==> config.mk <==
export PLATFORM = sky130hd
export DESIGN_NAME = inst_fetch_queue
export DESIGN_NICKNAME = d
export VERILOG_FILES = /design/src/rtl/inst_fetch_queue.sv
export SDC_FILE = /design/constraint.sdc
export NUM_CORES = 1
export LEC_CHECK = 0
export CORE_ASPECT_RATIO = 1.4
export CORE_MARGIN = 4
export CORE_UTILIZATION = 51
export DETAILED_ROUTE_END_ITERATION = 12
export PLACE_DENSITY = 0.84
export RECOVER_POWER = 25
export SLEW_MARGIN = 25
export SYNTH_ARGS = -nofsm -noshare
export SYNTH_HDL_FRONTEND = slang
export SYNTH_SLANG_ARGS = --single-unit
==> constraint.sdc <==
create_clock -name clk -period 4.9 [get_ports clk]
set_input_delay 1.225 -clock clk [delete_from_list [all_inputs] [get_ports clk]]
set_output_delay 1.225 -clock clk [all_outputs]
set_load 0.05 [all_outputs]
==> src/rtl/inst_fetch_queue.sv <==
// -----------------------------------------------------------------------------
// inst_fetch_queue
//
// Fetch stage between the PC generator and instruction decode. Issues
// sequential word reads to an instruction memory with a fixed one-cycle read
// latency and buffers each returned instruction, together with its PC, in a
// small FIFO. Decode drains the FIFO over a valid/ready handshake. A redirect
// flushes everything buffered or in flight and restarts fetch at the target.
//
// Optional build macro:
//   FETCHQ_BYPASS_EN - a response arriving while the queue is empty is shown
//                      to decode in the same cycle (combinational path from
//                      imem_rdata to id_*); it is only written into the
//                      queue if decode does not take it at once.
//
// Parameters:
//   DEPTH    - queue entries (power of 2, >= 2)
//   RESET_PC - first fetch address after reset
//
// Ports:
//   clk, rst       - clock (rising edge), asynchronous active-high reset
//   redirect_valid - restart fetch at redirect_pc (flushes queue and read)
//   redirect_pc    - new fetch address, bits [1:0] ignored
//   imem_req       - read request to instruction memory this cycle
//   imem_addr      - word-aligned read address
//   imem_rdata     - instruction for the request issued last cycle
//   id_valid       - head of queue holds a valid instruction
//   id_inst        - head instruction (0 when id_valid=0)
//   id_pc          - PC of head instruction (0 when id_valid=0)
//   id_ready       - decode accepts the head this cycle
// -----------------------------------------------------------------------------
module inst_fetch_queue #(
  parameter int          DEPTH    = 4,
  parameter logic [31:0] RESET_PC = 32'h0000_0000
) (
  input  logic        clk,
  input  logic        rst,
  input  logic        redirect_valid,
  input  logic [31:0] redirect_pc,
  output logic        imem_req,
  output logic [31:0] imem_addr,
  input  logic [31:0] imem_rdata,
  output logic        id_valid,
  output logic [31:0] id_inst,
  output logic [31:0] id_pc,
  input  logic        id_ready
);

  localparam int PTR_W = $clog2(DEPTH);
  localparam int CNT_W = PTR_W + 1;
  localparam int OCC_W = CNT_W + 1;

  // State
  logic [31:0]      fetch_pc_q,    fetch_pc_d;
  logic             inflight_q,    inflight_d;
  logic [31:0]      inflight_pc_q, inflight_pc_d;
  logic [CNT_W-1:0] count_q,       count_d;
  logic [PTR_W-1:0] rd_ptr_q,      rd_ptr_d;
  logic [PTR_W-1:0] wr_ptr_q,      wr_ptr_d;

  logic [31:0] inst_mem_q [DEPTH];
  logic [31:0] pc_mem_q   [DEPTH];

  // Handshake / control
  logic             q_empty;
  logic             bypass_hit;
  logic             pop;
  logic             q_pop;
  logic             push;
  logic             issue;
  logic [OCC_W-1:0] occupancy;

  assign q_empty = (count_q == '0);

`ifdef FETCHQ_BYPASS_EN
  assign bypass_hit = q_empty && inflight_q;
`else
  assign bypass_hit = 1'b0;
`endif

  assign id_valid = !q_empty || bypass_hit;
  assign pop      = id_valid && id_ready;
  // Only a pop of a stored entry moves the read pointer; a bypassed
  // response taken by decode never enters the queue.
  assign q_pop    = !q_empty && id_ready;
  assign push     = inflight_q && !(bypass_hit && id_ready);

  // Every in-flight read already owns a slot, so the queue cannot overrun.
  // The pop term keeps the issue decision conservative for the cycle.
  assign occupancy = {1'b0, count_q} + OCC_W'(inflight_q) + OCC_W'(pop);
  assign issue     = !rst && !redirect_valid && (occupancy < OCC_W'(DEPTH));

  assign imem_req  = issue;
  assign imem_addr = fetch_pc_q;

  // Head presentation; zero while nothing valid is shown.
  always_comb begin
    // NOTE: every always_comb output gets a default first so no path can
    // leave it unassigned and infer a latch.
    id_inst = '0;
    id_pc   = '0;
    if (!q_empty) begin
      id_inst = inst_mem_q[rd_ptr_q];
      id_pc   = pc_mem_q[rd_ptr_q];
    end
`ifdef FETCHQ_BYPASS_EN
    else if (bypass_hit) begin
      id_inst = imem_rdata;
      id_pc   = inflight_pc_q;
    end
`endif
  end

  // Next-state logic
  always_comb begin
    fetch_pc_d    = fetch_pc_q;
    inflight_d    = issue;
    inflight_pc_d = inflight_pc_q;
    count_d       = count_q;
    rd_ptr_d      = rd_ptr_q;
    wr_ptr_d      = wr_ptr_q;

    if (issue) begin
      fetch_pc_d    = fetch_pc_q + 32'd4;
      inflight_pc_d = fetch_pc_q;
    end

    if (push) begin
      wr_ptr_d = wr_ptr_q + 1'b1;
    end
    if (q_pop) begin
      rd_ptr_d = rd_ptr_q + 1'b1;
    end
    count_d = count_q + CNT_W'(push) - CNT_W'(q_pop);

    // Redirect overrides everything: drop queue and the read in flight.
    if (redirect_valid) begin
      fetch_pc_d = {redirect_pc[31:2], 2'b00};
      inflight_d = 1'b0;
      count_d    = '0;
      rd_ptr_d   = '0;
      wr_ptr_d   = '0;
    end
  end

  // NOTE: sequential state uses non-blocking assignments so every flop
  // samples the pre-edge values regardless of block ordering.
  always_ff @(posedge clk or posedge rst) begin
    if (rst) begin
      fetch_pc_q    <= RESET_PC;
      inflight_q    <= 1'b0;
      inflight_pc_q <= '0;
      count_q       <= '0;
      rd_ptr_q      <= '0;
      wr_ptr_q      <= '0;
    end else begin
      fetch_pc_q    <= fetch_pc_d;
      inflight_q    <= inflight_d;
      inflight_pc_q <= inflight_pc_d;
      count_q       <= count_d;
      rd_ptr_q      <= rd_ptr_d;
      wr_ptr_q      <= wr_ptr_d;
    end
  end

  // NOTE: the storage array has no reset; count_q alone says which entries
  // are meaningful, and leaving it unreset keeps it plain RAM/flops.
  always_ff @(posedge clk) begin
    if (push) begin
      inst_mem_q[wr_ptr_q] <= imem_rdata;
      pc_mem_q[wr_ptr_q]   <= inflight_pc_q;
    end
  end

endmodule

; ---- Word-level counts from Yosys, hierarchy flattened
; Memory sizes are Yosys's and may differ from the RTL's.
; Cells that the tools add are included.
[totals]
elab_cells = 38
inputBits = 68
latch_bits = 0
memories = 2
out_inout_bits = 98
mem_bits_ro = 0
ff_bits = 72
ramBits = 256
[op_classes]
n_bitwise = 0
n_eq_ne = 0
n_mux = 12
order_cmp = 1
addsub = 7
n_shift = 0
div = 0
n_reduce_logical = 10
mul = 0
[mem_list]
columns = memory, depth, width, rd, rd_ports_with_merged_regs, write_ports, line_no
row1 = inst_mem_q, 4, 32, 1, 0, 1, 61  ; logic [31:0] inst_mem_q [DEPTH];
row2 = pc_mem_q, 4, 32, 1, 0, 1, 62  ; logic [31:0] pc_mem_q [DEPTH];
[ops]
columns = operator, n
row1 = two-way mux 32 bit, 4
row2 = adder 32 x 3 -> 32 bit (second input constant), 1
row3 = two-way mux 2 bit, 4
row4 = nonzero test 2 bit, 3
row5 = adder 2 x 1 -> 2 bit (second input constant), 2
row6 = adder 3 x 1 -> 4 bit, 1
row7 = adder 4 x 1 -> 4 bit, 1
row8 = less-than comparator 4 x 3 -> 1 bit (second input constant), 1
row9 = adder 3 x 1 -> 3 bit, 1
row10 = logical AND 1 bit, 3
row11 = logical NOT 1 bit, 3
row12 = logical NOT 3 bit, 1
row13 = two-way mux 1 bit, 3
row14 = two-way mux 3 bit, 1
row15 = subtractor 3 x 1 -> 3 bit, 1

; ---- Longest topological paths before layout
[logic_depth]
depth_word = 8
mapped_depth = 13
mapped_depth_nobuf = 10

; ---- Worst setup path after synthesis
; No wires, ideal clock.
[synth_timing]
path_kind = input port to output port
start = in id_ready
end = out imem_req
stages = 9
required_ns = 3.675
arrival_ns = 2.931
n_path_buf = 2
path_slack_ns = 0.744
cell_sequence = nand2_1 mux2i_1 ha_1 a211o_1 a211oi_1 nand2_1 inv_1 buf_4 buf_2
[synth_via]
elab_chain_len = 4
[synth_rtl]
columns = item, line_no
row1 = start: declaration, 46  ; input logic id_ready
row2 = logical AND 1 bit, 82  ; assign pop = id_valid && id_ready;
row3 = adder 4 x 1 -> 4 bit, 90  ; assign occupancy = {1'b0, count_q} + OCC_W'(inflight_q) + OCC_W'(pop);
row4 = less-than comparator 4 x 3 -> 1 bit, 91  ; assign issue = !rst && !redirect_valid && (occupancy < OCC_W'(DEPTH));
row5 = logical AND 1 bit, 91
row6 = end: declaration, 40  ; output logic imem_req,
; Every way passes these cells.

; ---- Worst setup path in the final report
; Same ends and word-level chain as after synthesis.

==> impl_results.html <==
<table>
<tr><th>Metric</th><th>Value</th></tr>
<tr><th colspan="2">Worst setup path</th></tr>
<tr><td>Critical path type</td><td>in2out</td></tr>
<tr><td>Top Family by Delay on Critical Path</td><td>buffers and inverters</td></tr>
<tr><td>Combined buffer and inverter count along the critical path</td><td>3</td></tr>
<tr><td>Delay of the slowest critical-path stage</td><td>0.49 ns</td></tr>
<tr><td>Slowest cell on crit path</td><td>sky130_fd_sc_hd__clkdlybuf4s50_1</td></tr>
<tr><td>Worst R2R Setup Slack</td><td>1.48 ns</td></tr>
<tr><td>Crit-path cells</td><td>clkdlybuf4s50_1, nand2_1, mux2i_1, ha_1, a211o_1, a211oi_1, nand2_1, inv_1, buf_12</td></tr>
<tr><td>Largest fanout of any net on the critical path</td><td>5</td></tr>
<tr><td>Data arrival, critical path</td><td>3.36 ns</td></tr>
<tr><td>Top cell by count, worst path</td><td>sky130_fd_sc_hd__nand2_1</td></tr>
<tr><td>Critical Path Start Type</td><td>primary input</td></tr>
<tr><td>Endpoint kind of the worst setup timing path</td><td>output pin</td></tr>
<tr><td>Required time of the critical path</td><td>3.67 ns</td></tr>
<tr><th colspan="2">Timing</th></tr>
<tr><td>Clock skew after layout</td><td>0.00731 ns</td></tr>
<tr><td>Number of failing setup endpoints in the final timing report</td><td>0</td></tr>
<tr><td>Shortest clock period the worst path allows after layout</td><td>4.58 ns</td></tr>
<tr><td>Setup ws final</td><td>0.319 ns</td></tr>
<tr><td>Pins over their slew limit</td><td>0</td></tr>
<tr><td>Highest achievable clock rate</td><td>0.218 GHz</td></tr>
<tr><td>Remaining max-slew budget at the tightest pin</td><td>0.553</td></tr>
<tr><td>Worst Max-Slew Pin Slew</td><td>0.670 ns</td></tr>
<tr><td>Final period utilization</td><td>0.935</td></tr>
<tr><td>RSZ-0062 raised after global routing</td><td>false</td></tr>
<tr><td>Hold violation count in the final report</td><td>0</td></tr>
<tr><td>Setup total negative slack</td><td>0 ns</td></tr>
<tr><th colspan="2">Route</th></tr>
<tr><td>Remaining number of nets flagged by the antenna check after routing</td><td>0</td></tr>
<tr><td>Drt pass-1 iters</td><td>5</td></tr>
<tr><td>Routed WL per cell</td><td>20.1 um</td></tr>
<tr><td>Vias per Instance</td><td>5.59</td></tr>
<tr><td>Detailed-route via count</td><td>7160</td></tr>
<tr><td>Routed wire length</td><td>25800 um</td></tr>
<tr><td>Initial drt markers</td><td>436</td></tr>
<tr><td>Final routed DRC violation total</td><td>0</td></tr>
<tr><th colspan="2">Clocking</th></tr>
<tr><td>Number of H-tree levels</td><td>1</td></tr>
<tr><td>Largest buffer count on any clock path</td><td>3</td></tr>
<tr><td># clock sinks</td><td>316</td></tr>
<tr><td>Clock-pin slew of the registers on the worst-case setup and hold paths</td><td>0.06 ns</td></tr>
<tr><td>Total clock buffers created by CTS</td><td>29</td></tr>
<tr><td>Clock tree from TritonCTS</td><td>yes</td></tr>
<tr><td>Post-cts gate resize count</td><td>0</td></tr>
<tr><td>Buffer count from post-CTS setup fixing</td><td>0</td></tr>
<tr><td>Root Buffer</td><td>sky130_fd_sc_hd__clkbuf_16</td></tr>
<tr><td>Hold-fix buffer count after cts</td><td>0</td></tr>
<tr><td>Clk Latency, worst-skew pair</td><td>0.54 ns</td></tr>
<tr><th colspan="2">Finish</th></tr>
<tr><td>Post-layout instance area</td><td>15700 um2</td></tr>
<tr><td>NumNets Final</td><td>1020</td></tr>
<tr><td>Diodes inserted</td><td>0</td></tr>
<tr><td>Layout cells sized above 1</td><td>0.145</td></tr>
<tr><td>End-of-flow core utilization</td><td>0.636</td></tr>
<tr><td>Area added between synthesis and finish</td><td>22.7%</td></tr>
<tr><td>Fill cells</td><td>1748</td></tr>
<tr><th colspan="2">Synthesis</th></tr>
<tr><td>Synth top area cells</td><td>sky130_fd_sc_hd__edfxtp_1 58%, sky130_fd_sc_hd__dfrtp_1 13%, sky130_fd_sc_hd__mux4_2 11%</td></tr>
<tr><td>Mean cell area of the mapped netlist</td><td>16.4 um2</td></tr>
<tr><td>Synth Instances</td><td>783</td></tr>
<tr><td>Syn Std Cell Area</td><td>12800 um2</td></tr>
<tr><td>Leading cell type by number of instances after synthesis</td><td>sky130_fd_sc_hd__edfxtp_1</td></tr>
<tr><td>Warnings, synthesis</td><td>0</td></tr>
<tr><td>Library cell with the largest summed area after synthesis</td><td>sky130_fd_sc_hd__edfxtp_1</td></tr>
<tr><td>Number of distinct standard cells referenced by the synthesized netlist</td><td>50</td></tr>
<tr><td>Async set or reset register ratio after synthesis</td><td>0.215</td></tr>
<tr><td>Primary flip-flop cell chosen by synthesis mapping</td><td>sky130_fd_sc_hd__edfxtp_1</td></tr>
<tr><td>Count of flip-flops with a built-in enable after synthesis</td><td>248</td></tr>
<tr><td>Part of the Yosys area used for sequential elements</td><td>0.713</td></tr>
<tr><td>Synth cell count leaders</td><td>248 x sky130_fd_sc_hd__edfxtp_1, 107 x sky130_fd_sc_hd__nand2_1, 68 x sky130_fd_sc_hd__dfrtp_1</td></tr>
<tr><td>Synth top area share</td><td>0.581</td></tr>
<tr><td>Flop and latch count out of synthesis</td><td>316</td></tr>
<tr><th colspan="2">Job</th></tr>
<tr><td>Number of max-capacitance violations reported</td><td>0</td></tr>
<tr><th colspan="2">Pwr</th></tr>
<tr><td>Power per Cell Area</td><td>556 nW/um2</td></tr>
<tr><td>Worst voltage drop across the vdd grid</td><td>0.000306 V</td></tr>
<tr><td>Leakage power total</td><td>5.53 nW</td></tr>
<tr><th colspan="2">Floorplanning</th></tr>
<tr><td>Core Box Area</td><td>24800 um2</td></tr>
<tr><td>Die W</td><td>142 um</td></tr>
<tr><td>Chip height</td><td>196 um</td></tr>
<tr><td>Number of ports placed on the die boundary</td><td>166</td></tr>
<tr><td>Initial core utilization</td><td>0.518</td></tr>
<tr><td>Area of the die</td><td>27800 um2</td></tr>
<tr><td>FP Rows</td><td>68</td></tr>
<tr><th colspan="2">Place</th></tr>
<tr><td>Worst slack, placed</td><td>0.431 ns</td></tr>
<tr><td>Final HPWL DP</td><td>16400 um</td></tr>
<tr><td>Count of input and output buffers</td><td>159</td></tr>
<tr><td>Final estimated routing congestion in global placement</td><td>0.862</td></tr>
<tr><td>Dpl cell area</td><td>14800 um2</td></tr>
<tr><th colspan="2">Global routing</th></tr>
<tr><td>Antenna violations before repair</td><td>0</td></tr>
<tr><td>Pin count of the biggest net entering global routing</td><td>65</td></tr>
<tr><td>Global-route wire length before repair</td><td>41700 um</td></tr>
<tr><td>All-Layer GR Usage</td><td>0.189</td></tr>
<tr><td>Total overflow reported by the global router</td><td>0</td></tr>
<tr><td>Via count of the first global-routing pass</td><td>7660</td></tr>
<tr><th colspan="2">Status</th></tr>
<tr><td>Status</td><td>complete, no violations</td></tr>
<tr><th colspan="2">Worst hold path</th></tr>
<tr><td>HP Class</td><td>reg2reg</td></tr>
</table>
## where the power goes
group	leakage (nW)	switching [W]	internal, W
clock	0.480	0.000948	0.00133
combinational	1.94	0.00179	0.00113
sequential	3.11	0.000297	0.00327
total	5.53	0.00303	0.00572
## per-stage QoR
stage	instances	hold WS (ns)	total power (W)
after detailed placement	1228	0.504	0.00658
final	1282	0.517	0.00875
after CTS	1282	0.519	0.00886
after global routing	1282	0.543	0.00916
after floorplan	786	0.476	0.00557
after global placement	1228	0.487	0.00652
## state kept, by name, indices dropped and copies added (netlist names)
name	count
inst_mem_q	128
pc_mem_q	120
imem_addr	30
inflight_pc_q	30
count_q	3
rd_ptr_q	2
wr_ptr_q	2
inflight_q	1
## layout by cell type (no fill, tap or decap), types with 14 or more instances in the layout
cell type,instances
sky130_fd_sc_hd__and2_1,63
sky130_fd_sc_hd__inv_1,15
sky130_fd_sc_hd__nor4_1,14
sky130_fd_sc_hd__clkbuf_16,31
sky130_fd_sc_hd__nand2_1,107
sky130_fd_sc_hd__buf_4,14
sky130_fd_sc_hd__o21ai_0,18
sky130_fd_sc_hd__dlygate4sd3_1,16
sky130_fd_sc_hd__clkdlybuf4s50_1,142
sky130_fd_sc_hd__dfrtp_1,66
sky130_fd_sc_hd__edfxtp_1,248
sky130_fd_sc_hd__mux4_2,62
## layer usage
| layer | track usage | share of wire | vias to the layer above |
|---|---|---|---|
| met5 | 0 | 0 | - |
| met4 | 0.0466 | 0.021 | 0 |
| met3 | 0.0296 | 0.053 | 41 |
| met2 | 0.332 | 0.52 | 246 |
| met1 | 0.249 | 0.40 | 3591 |
| li1 | - | - | 3282 |
## cell families after synthesis
| family | share of synthesized area |
|---|---|
| flops | 0.713 |
| simple gates | 0.0995 |
| mux | 0.114 |
| buf+inv | 0.0217 |
| compound gates | 0.0312 |
| xor+xnor | 0.0116 |
| fa+ha+maj | 0.00839 |
| other cells | 0.000292 |
## final cells by class
class                           count  area [um2]  share of cell area
Sequential cell                   316        9150               0.582
Multi-Input combinational cell    407        3420               0.218
Tap cell                          315         394              0.0250
Clock inverter                     18         174              0.0111
Timing Repair Buffer              174        1730               0.110
Clock buffer                       36         805              0.0511
Inverter                           16        60.1             0.00382
## final timing paths
path / cells past startpoint / to / startpoint
setup / recovery: 9 / imem_req / id_ready
hold / removal: 0 / pc_mem_q[0][19]$_DFFE_PP_ / inflight_pc_q[19]$_DFFE_PP0P_
setup reg to reg: 10 / imem_addr[21]$_DFFE_PP0P_ / count_q[1]$_DFF_PP0_
hold reg to reg: 0 / pc_mem_q[0][19]$_DFFE_PP_ / inflight_pc_q[19]$_DFFE_PP0P_
max in group asynchronous: 3 / rd_ptr_q[0]$_DFFE_PP0P_ / rst
min in group asynchronous: 2 / imem_addr[23]$_DFFE_PP0P_ / rst
Power figures use the tool's default switching activity.
